$ cat src/rtl/uart_tx_cfg.sv
// uart_tx_cfg: configurable-format UART transmitter with ready/valid input and zero-gap back-to-back frames
module uart_tx_cfg #(
  parameter int CLK_FREQ  = 100000000,
  parameter int BAUD_RATE = 2000000,
  parameter int DATA_BITS = 8,
  parameter int PARITY    = 0,
  parameter int STOP_BITS = 1
) (
  input  logic                 clk,
  input  logic                 rst,
  input  logic [DATA_BITS-1:0] tx_data_i,
  input  logic                 tx_data_valid,
  output logic                 tx_data_ready,
  output logic                 tx,
  output logic                 tx_busy,
  output logic                 tx_done
);
  localparam int DIV = CLK_FREQ / BAUD_RATE;
  localparam logic [15:0] DIV_M1 = 16'(DIV - 1);
  if (DIV < 2 || DATA_BITS < 5 || DATA_BITS > 9 || PARITY < 0 || PARITY > 2 ||
      STOP_BITS < 1 || STOP_BITS > 2) begin : g_bad_cfg
    $error("uart_tx_cfg: illegal parameter combination");
  end
  typedef enum logic [2:0] {IDLE, START, DATA, PAR, STOP} state_t;
  state_t state, state_n;
  logic [15:0] baud_cnt, baud_n;
  logic [3:0] bit_cnt, bit_n;
  logic stop_cnt, stop_n;
  logic [DATA_BITS-1:0] shift_reg, shift_n;
  logic par_bit, par_n, tx_n;
  logic bw, last_data, last_stop, accept;
  assign bw = baud_cnt == DIV_M1;
  assign last_data = bit_cnt == 4'(DATA_BITS - 1);
  assign last_stop = stop_cnt == 1'(STOP_BITS - 1);
  assign tx_done = state == STOP && last_stop && bw;
  // gated by rst so the block never advertises readiness while held in reset
  assign tx_data_ready = !rst && (state == IDLE || tx_done);
  assign accept = tx_data_valid && tx_data_ready;
  assign tx_busy = state != IDLE;
  always_comb begin
    state_n = state;
    shift_n = shift_reg;
    bit_n = bit_cnt;
    stop_n = stop_cnt;
    par_n = par_bit;
    baud_n = (state == IDLE || bw) ? '0 : baud_cnt + 16'd1;
    case (state)
      IDLE: ;
      START: if (bw) state_n = DATA;
      DATA: if (bw) begin
        shift_n = shift_reg >> 1;
        bit_n = last_data ? '0 : bit_cnt + 4'd1;
        if (last_data) begin
          state_n = (PARITY != 0) ? PAR : STOP;
          stop_n = '0;
        end
      end
      PAR: if (bw) begin
        state_n = STOP;
        stop_n = '0;
      end
      STOP: if (bw) begin
        stop_n = stop_cnt + 1'b1;
        if (last_stop) state_n = IDLE;
      end
      default: state_n = IDLE;
    endcase
    if (accept) begin
      state_n = START;
      shift_n = tx_data_i;
      bit_n = '0;
      stop_n = '0;
      par_n = (^tx_data_i) ^ (PARITY == 2);
      baud_n = '0;
    end
    tx_n = (state_n == START) ? 1'b0 : (state_n == DATA) ? shift_n[0] : (state_n == PAR) ? par_n : 1'b1;
  end
  always_ff @(posedge clk or posedge rst)
    if (rst) begin
      state <= IDLE;
      baud_cnt <= '0;
      bit_cnt <= '0;
      stop_cnt <= '0;
      shift_reg <= '0;
      par_bit <= 1'b0;
      tx <= 1'b1;
    end else begin
      state <= state_n;
      baud_cnt <= baud_n;
      bit_cnt <= bit_n;
      stop_cnt <= stop_n;
      shift_reg <= shift_n;
      par_bit <= par_n;
      tx <= tx_n;
    end
endmodule

$ cat config.mk
export PLATFORM = sky130hd
export DESIGN_NAME = uart_tx_cfg
export DESIGN_NICKNAME = d
export VERILOG_FILES = /design/src/rtl/uart_tx_cfg.sv
export SDC_FILE = /design/constraint.sdc
export NUM_CORES = 1
export LEC_CHECK = 0
export BUFFER_PORTS_ARGS = -buffer_cell sky130_fd_sc_hd__buf_4
export CAP_MARGIN = 30
export CELL_PAD_IN_SITES_DETAIL_PLACEMENT = 0
export CELL_PAD_IN_SITES_GLOBAL_PLACEMENT = 1
export CORE_MARGIN = 1
export CORE_UTILIZATION = 50
export CTS_CLUSTER_DIAMETER = 40
export DETAILED_ROUTE_END_ITERATION = 6
export PLACE_DENSITY = 0.83
export SLEW_MARGIN = 20
export SYNTH_ARGS = -nofsm -noshare
export SYNTH_HDL_FRONTEND = slang
export SYNTH_SLANG_ARGS = --single-unit
$ cat constraint.sdc
create_clock -name clk -period 5.34 [get_ports clk]
set_input_delay 0.534 -clock clk [delete_from_list [all_inputs] [get_ports clk]]
set_output_delay 0.534 -clock clk [all_outputs]
set_load 0.01 [all_outputs]
==> After elaboration in Yosys (flattened, before gate mapping) <==
Cells that the tools add are included.
{ "word_totals": {"register_bits": 34, "latchBits": 0, "ramBits": 0, "romBits": 0, "inputBits": 11, "output_inout_bits": 4, "elab_cells": 67, "mem_count": 0} }
{ "classes": {"add_sub_neg": 3, "n_mul": 0, "div_mod_pow": 0, "magnitude_cmp": 0, "eq_ne": 13, "shifts": 0, "n_mux": 27, "bitwise_logic": 1, "n_reduce_logical": 15} }
{ "ops": {"columns": ["op", "count"], "rows": [
  ["$mux W16", 2],
  ["$mux W8", 3],
  ["$mux W3", 7],
  ["$add A16 B1 Y16 const B", 1],
  ["$eq A16 B6 Y1 const B", 1],
  ["$mux W4", 4],
  ["$pmux W3 S5", 1],
  ["$eq A3 B2 Y1 const B", 4],
  ["$ne A3 B3 Y1 const B", 4],
  ["$mux W1", 9],
  ["$reduce_xor A8 Y1", 1],
  ["$eq A3 B1 Y1 const B", 2],
  ["$reduce_and A5 Y1", 1],
  ["$add A4 B1 Y4 const B", 1],
  ["$eq A4 B3 Y1 const B", 1],
  ["$logic_and A1 B1 Y1", 4],
  ["$reduce_bool A2 Y1", 2],
  ["$reduce_bool A4 Y1", 1],
  ["$eq A3 B3 Y1 const B", 1],
  ["$logic_not A3 Y1", 1],
  ["$pmux W1 S3", 1],
  ["$reduce_bool A3 Y1", 1],
  ["$logic_or A1 B1 Y1", 2],
  ["$reduce_and A2 Y1", 1],
  ["3 further kinds", 3]
]} }

==> Logic depth before layout (Yosys ltp) <==
{ "depth": {"word_depth": 11, "ltp_mapped": 9, "ltp_nobuf": 8} }

==> Least setup slack after synthesis <==
Ideal clock, no wire load.
{ "synth_path": {"kind": "reg2out", "start": "reg baud_cnt[1]", "end": "out tx_data_ready", "t_arrival_ps": 1652, "required_time_ps": 4806, "slack_ps": 3154, "stages_incl_launch_ff": 7, "path_buffers": 0, "path_cell_list": "dfrtp_1 -> inv_1 -> ha_1 -> nor4b_4 -> nand4_2 -> or4_4 -> a21oi_1"} }
{ "synth_between": {"elab_chain_cells": 4} }
{ "synth_lines": {"columns": ["element", "line_no", "source"], "rows": [
  ["start: declaration", "26", "logic [15:0] baud_cnt, baud_n;"],
  ["start signal: assignment", "89", "baud_cnt <= baud_n;"],
  ["$eq A16 B6 Y1", "32", "assign bw = baud_cnt == DIV_M1;"],
  ["$logic_and A1 B1 Y1", "35", "assign tx_done = state == STOP && last_stop && bw;"],
  ["$logic_or A1 B1 Y1", "37", "assign tx_data_ready = !rst && (state == IDLE || tx_done);"],
  ["$logic_and A1 B1 Y1", "37", null],
  ["end: declaration", "13", "output logic tx_data_ready,"]
]} }
Every way passes these cells.

==> Final worst setup path <==
Ends and elaborated chain as after synthesis.

==> reports/metrics.cfg <==
[routing]
first_pass_iters=4
viasPerCell=5.37
drt_iter0_drc=38
wirelength_mm=3.16
routedWlPerCell_um=13.6
drc=0
antenna_left=0
vias=1251

[timing]
setup_tns_ns=0
setup_viol=0
min_period_ns=2.74
fin_crit_sh_pct=51.2
slew_viol_final=0
slew_headroom_pct=60.5
fin_skew_ns=0.0164
fmax_ghz=0.365
worst_pin_slew_ns=0.593
whs_ns=0.289
rsz0062_at_grt=false
hold_viol=0

[critical_path]
end_kind=primary output
cp_max_fo=6
crit_family=simple AND/OR/NAND/NOR gates
slowest_stage=or4_4
path_cells=inv_1 > ha_1 > nor4b_4 > nand4_2 > or4_4 > a21oi_1 > buf_4
regToRegSetupSlack_ns=2.85
rr_worst_depth=8
critical_path_required_ns=4.81
critPathBufInv=2
critPathLaunchType=register
arrival_ns=2.20
crit-reg2reg-launch=baud_cnt[1]
worstSetupPathType=register to primary output
slowest_delay_ns=0.50
rr_endpoint=shift_reg[3]

[floorplan]
die_w_um=61.5
die_h_um=61.5
io_pins=15
rows=21
coreArea_mm2=0.00336
start_util_pct=52.6
dieArea_mm2=0.00378

[final_layout]
num_antenna_cells=0
nets=200
fin_cells=233
multiInputGateArea_um2=870
layout-drive-gt1-share_pct=22.5
largest_register_ffs=16
post-route-util_pct=58.4
syn2layout_area_growth_pct=11.2
fillers=304
regArea_um2=852

[placed_design]
place_congestion=0.757
port_buffers=14
dp_hpwl_mm=2.29
dp.cells=225

[synth]
synth-edff-count=0
synth_top_family_by_area=simple AND/OR/NAND/NOR gates
syn_nets=183
ys_seq_area_share_pct=48.2
synth-async-reset-ratio_pct=100
yosys.area_share.simple_pct=23.4
netlist_area_mm2=0.00177
synth_area_leaders=dfrtp_1 (47%), nor2_1 (7.0%), xnor2_1 (6.9%)
synth-adder-area-share_pct=2.12
synth-xor-area-share_pct=10.9
ys_seq_elements=34
synth_cells=169
postSynthAreaPerCell_um2=10.5
yosysWarnings=0
synth_compound_area_share_pct=10.5
synth_top_flop_cell=dfrtp_1
synth.top_cell.area_share_pct=46.7
synth.mux.area_fraction_pct=2.26
yosys.cell_types.count=41
yosysTopAreaCell=dfrtp_1

[clock_network]
htree_levels=2
cts_root_buffer=clkbuf_4
clockBufferDepth=2
cts-resized-gates=0
cts_made_buffers=5
clkLatencyLatePin_ns=0.34
path_clk_slew_ns=0.09
cts_hold_buf=0
post_cts_buffers=0
clock-sinks=34
cts_tree=yes

[hold_path]
hold_class=input port to asynchronous set/reset pin

[global_route]
grt_max_degree=36
overflow=0
antenna_found_initial=0
grt_pass1_wl_mm=5.28
grt_pass1_vias=1211
grt.total_usage_pct=19.9

[status]
status=completed

[power]
powerDensity_mw_per_mm2=323
ir_drop_mv=0.183
cellLeakagePower_nw=0.929
totalPowerFinal_w=0.000636

[flow_run]
cap_violations=0

## per-stage QoR
| step | setup slack [ns] | instance area (um^2) |
|---|---|---|
| after global placement | 2.97 | 1910 |
| final | 2.60 | 1970 |
| after CTS | 2.57 | 1970 |
| after detailed placement | 2.85 | 1910 |
| after global routing | 2.42 | 1970 |
| after floorplan | 3.15 | 1770 |
## layout by cell type (no fill, tap or decap), types with 5 or more instances in the layout
cell | netlist | layout
nand3_1 | 6 | 6
nand2_1 | 10 | 10
nor2_1 | 33 | 33
a21o_1 | 6 | 6
a21oi_1 | 5 | 5
a22o_2 | 5 | 5
clkbuf_4 | 0 | 5
xor2_1 | 8 | 8
xnor2_1 | 14 | 14
buf_4 | 0 | 15
dfrtp_1 | 33 | 33
## worst max-delay path by stage
| stage | from | to | slack [ns] | cells after the start |
|---|---|---|---|---|
| 2_1_floorplan | baud_cnt[1] | tx_data_ready | 3.15 | 6 |
| 3_3_place_gp | baud_cnt[1] | shift_reg[3] | 2.97 | 8 |
| 3_5_place_dp | baud_cnt[1] | shift_reg[1] | 2.85 | 8 |
| 4_1_cts | baud_cnt[1] | tx_data_ready | 2.57 | 7 |
| 5_1_grt | baud_cnt[1] | tx_data_ready | 2.42 | 7 |
| 6_report | baud_cnt[1] | tx_data_ready | 2.60 | 7 |
## routing by layer
metal,global-route usage (%),wire [um]
met2,34.0,1560
met4,9.21,65
met1,22.8,1440
met5,0,0
met3,6.30,94
## synthesized netlist by cell type (2+ instances only)
cell type  instances
dfrtp_1           33
nor2_1            33
xnor2_1           14
nand2_1           10
xor2_1             8
a21o_1             6
nand3_1            6
a21oi_1            5
a22o_2             5
inv_1              4
mux2i_1            4
nand4_1            4
clkbuf_1           3
ha_1               3
and3_1             2
and4_2             2
o21ai_0            2
o21ai_2            2
## cell families (layout without fill, tap and decap cells)
group           count (synthesis)  in the layout
flops                          34             34
buf+inv                         9             27
fa+ha+maj                       3              3
compound gates                 24             24
simple gates                   73             73
xor+xnor                       22             22
mux                             4              4
## worst register-to-register path: stages (launching register included)
cell,delay [ns]
dfrtp_1,0.42
inv_1,0.07
ha_1,0.14
nor4b_4,0.23
nand4_2,0.20
or4_4,0.50
a21oi_4,0.50
nor2_4,0.12
a21o_1,0.20
## where the power goes
part	internal, W	switching, W	total (W)
clock network	0.0000649	0.0000806	0.000146
registers	0.000307	0.0000406	0.000348
logic	0.0000748	0.0000677	0.000142
## final cells by class
class	count	share of cell area, %
tap	46	2.93
sequential	34	43.3
timing repair buffer	15	5.73
inverter	4	0.764
clock buffer	8	2.99
multi-input combinational	126	44.2
Power figures use the tool's default switching activity.
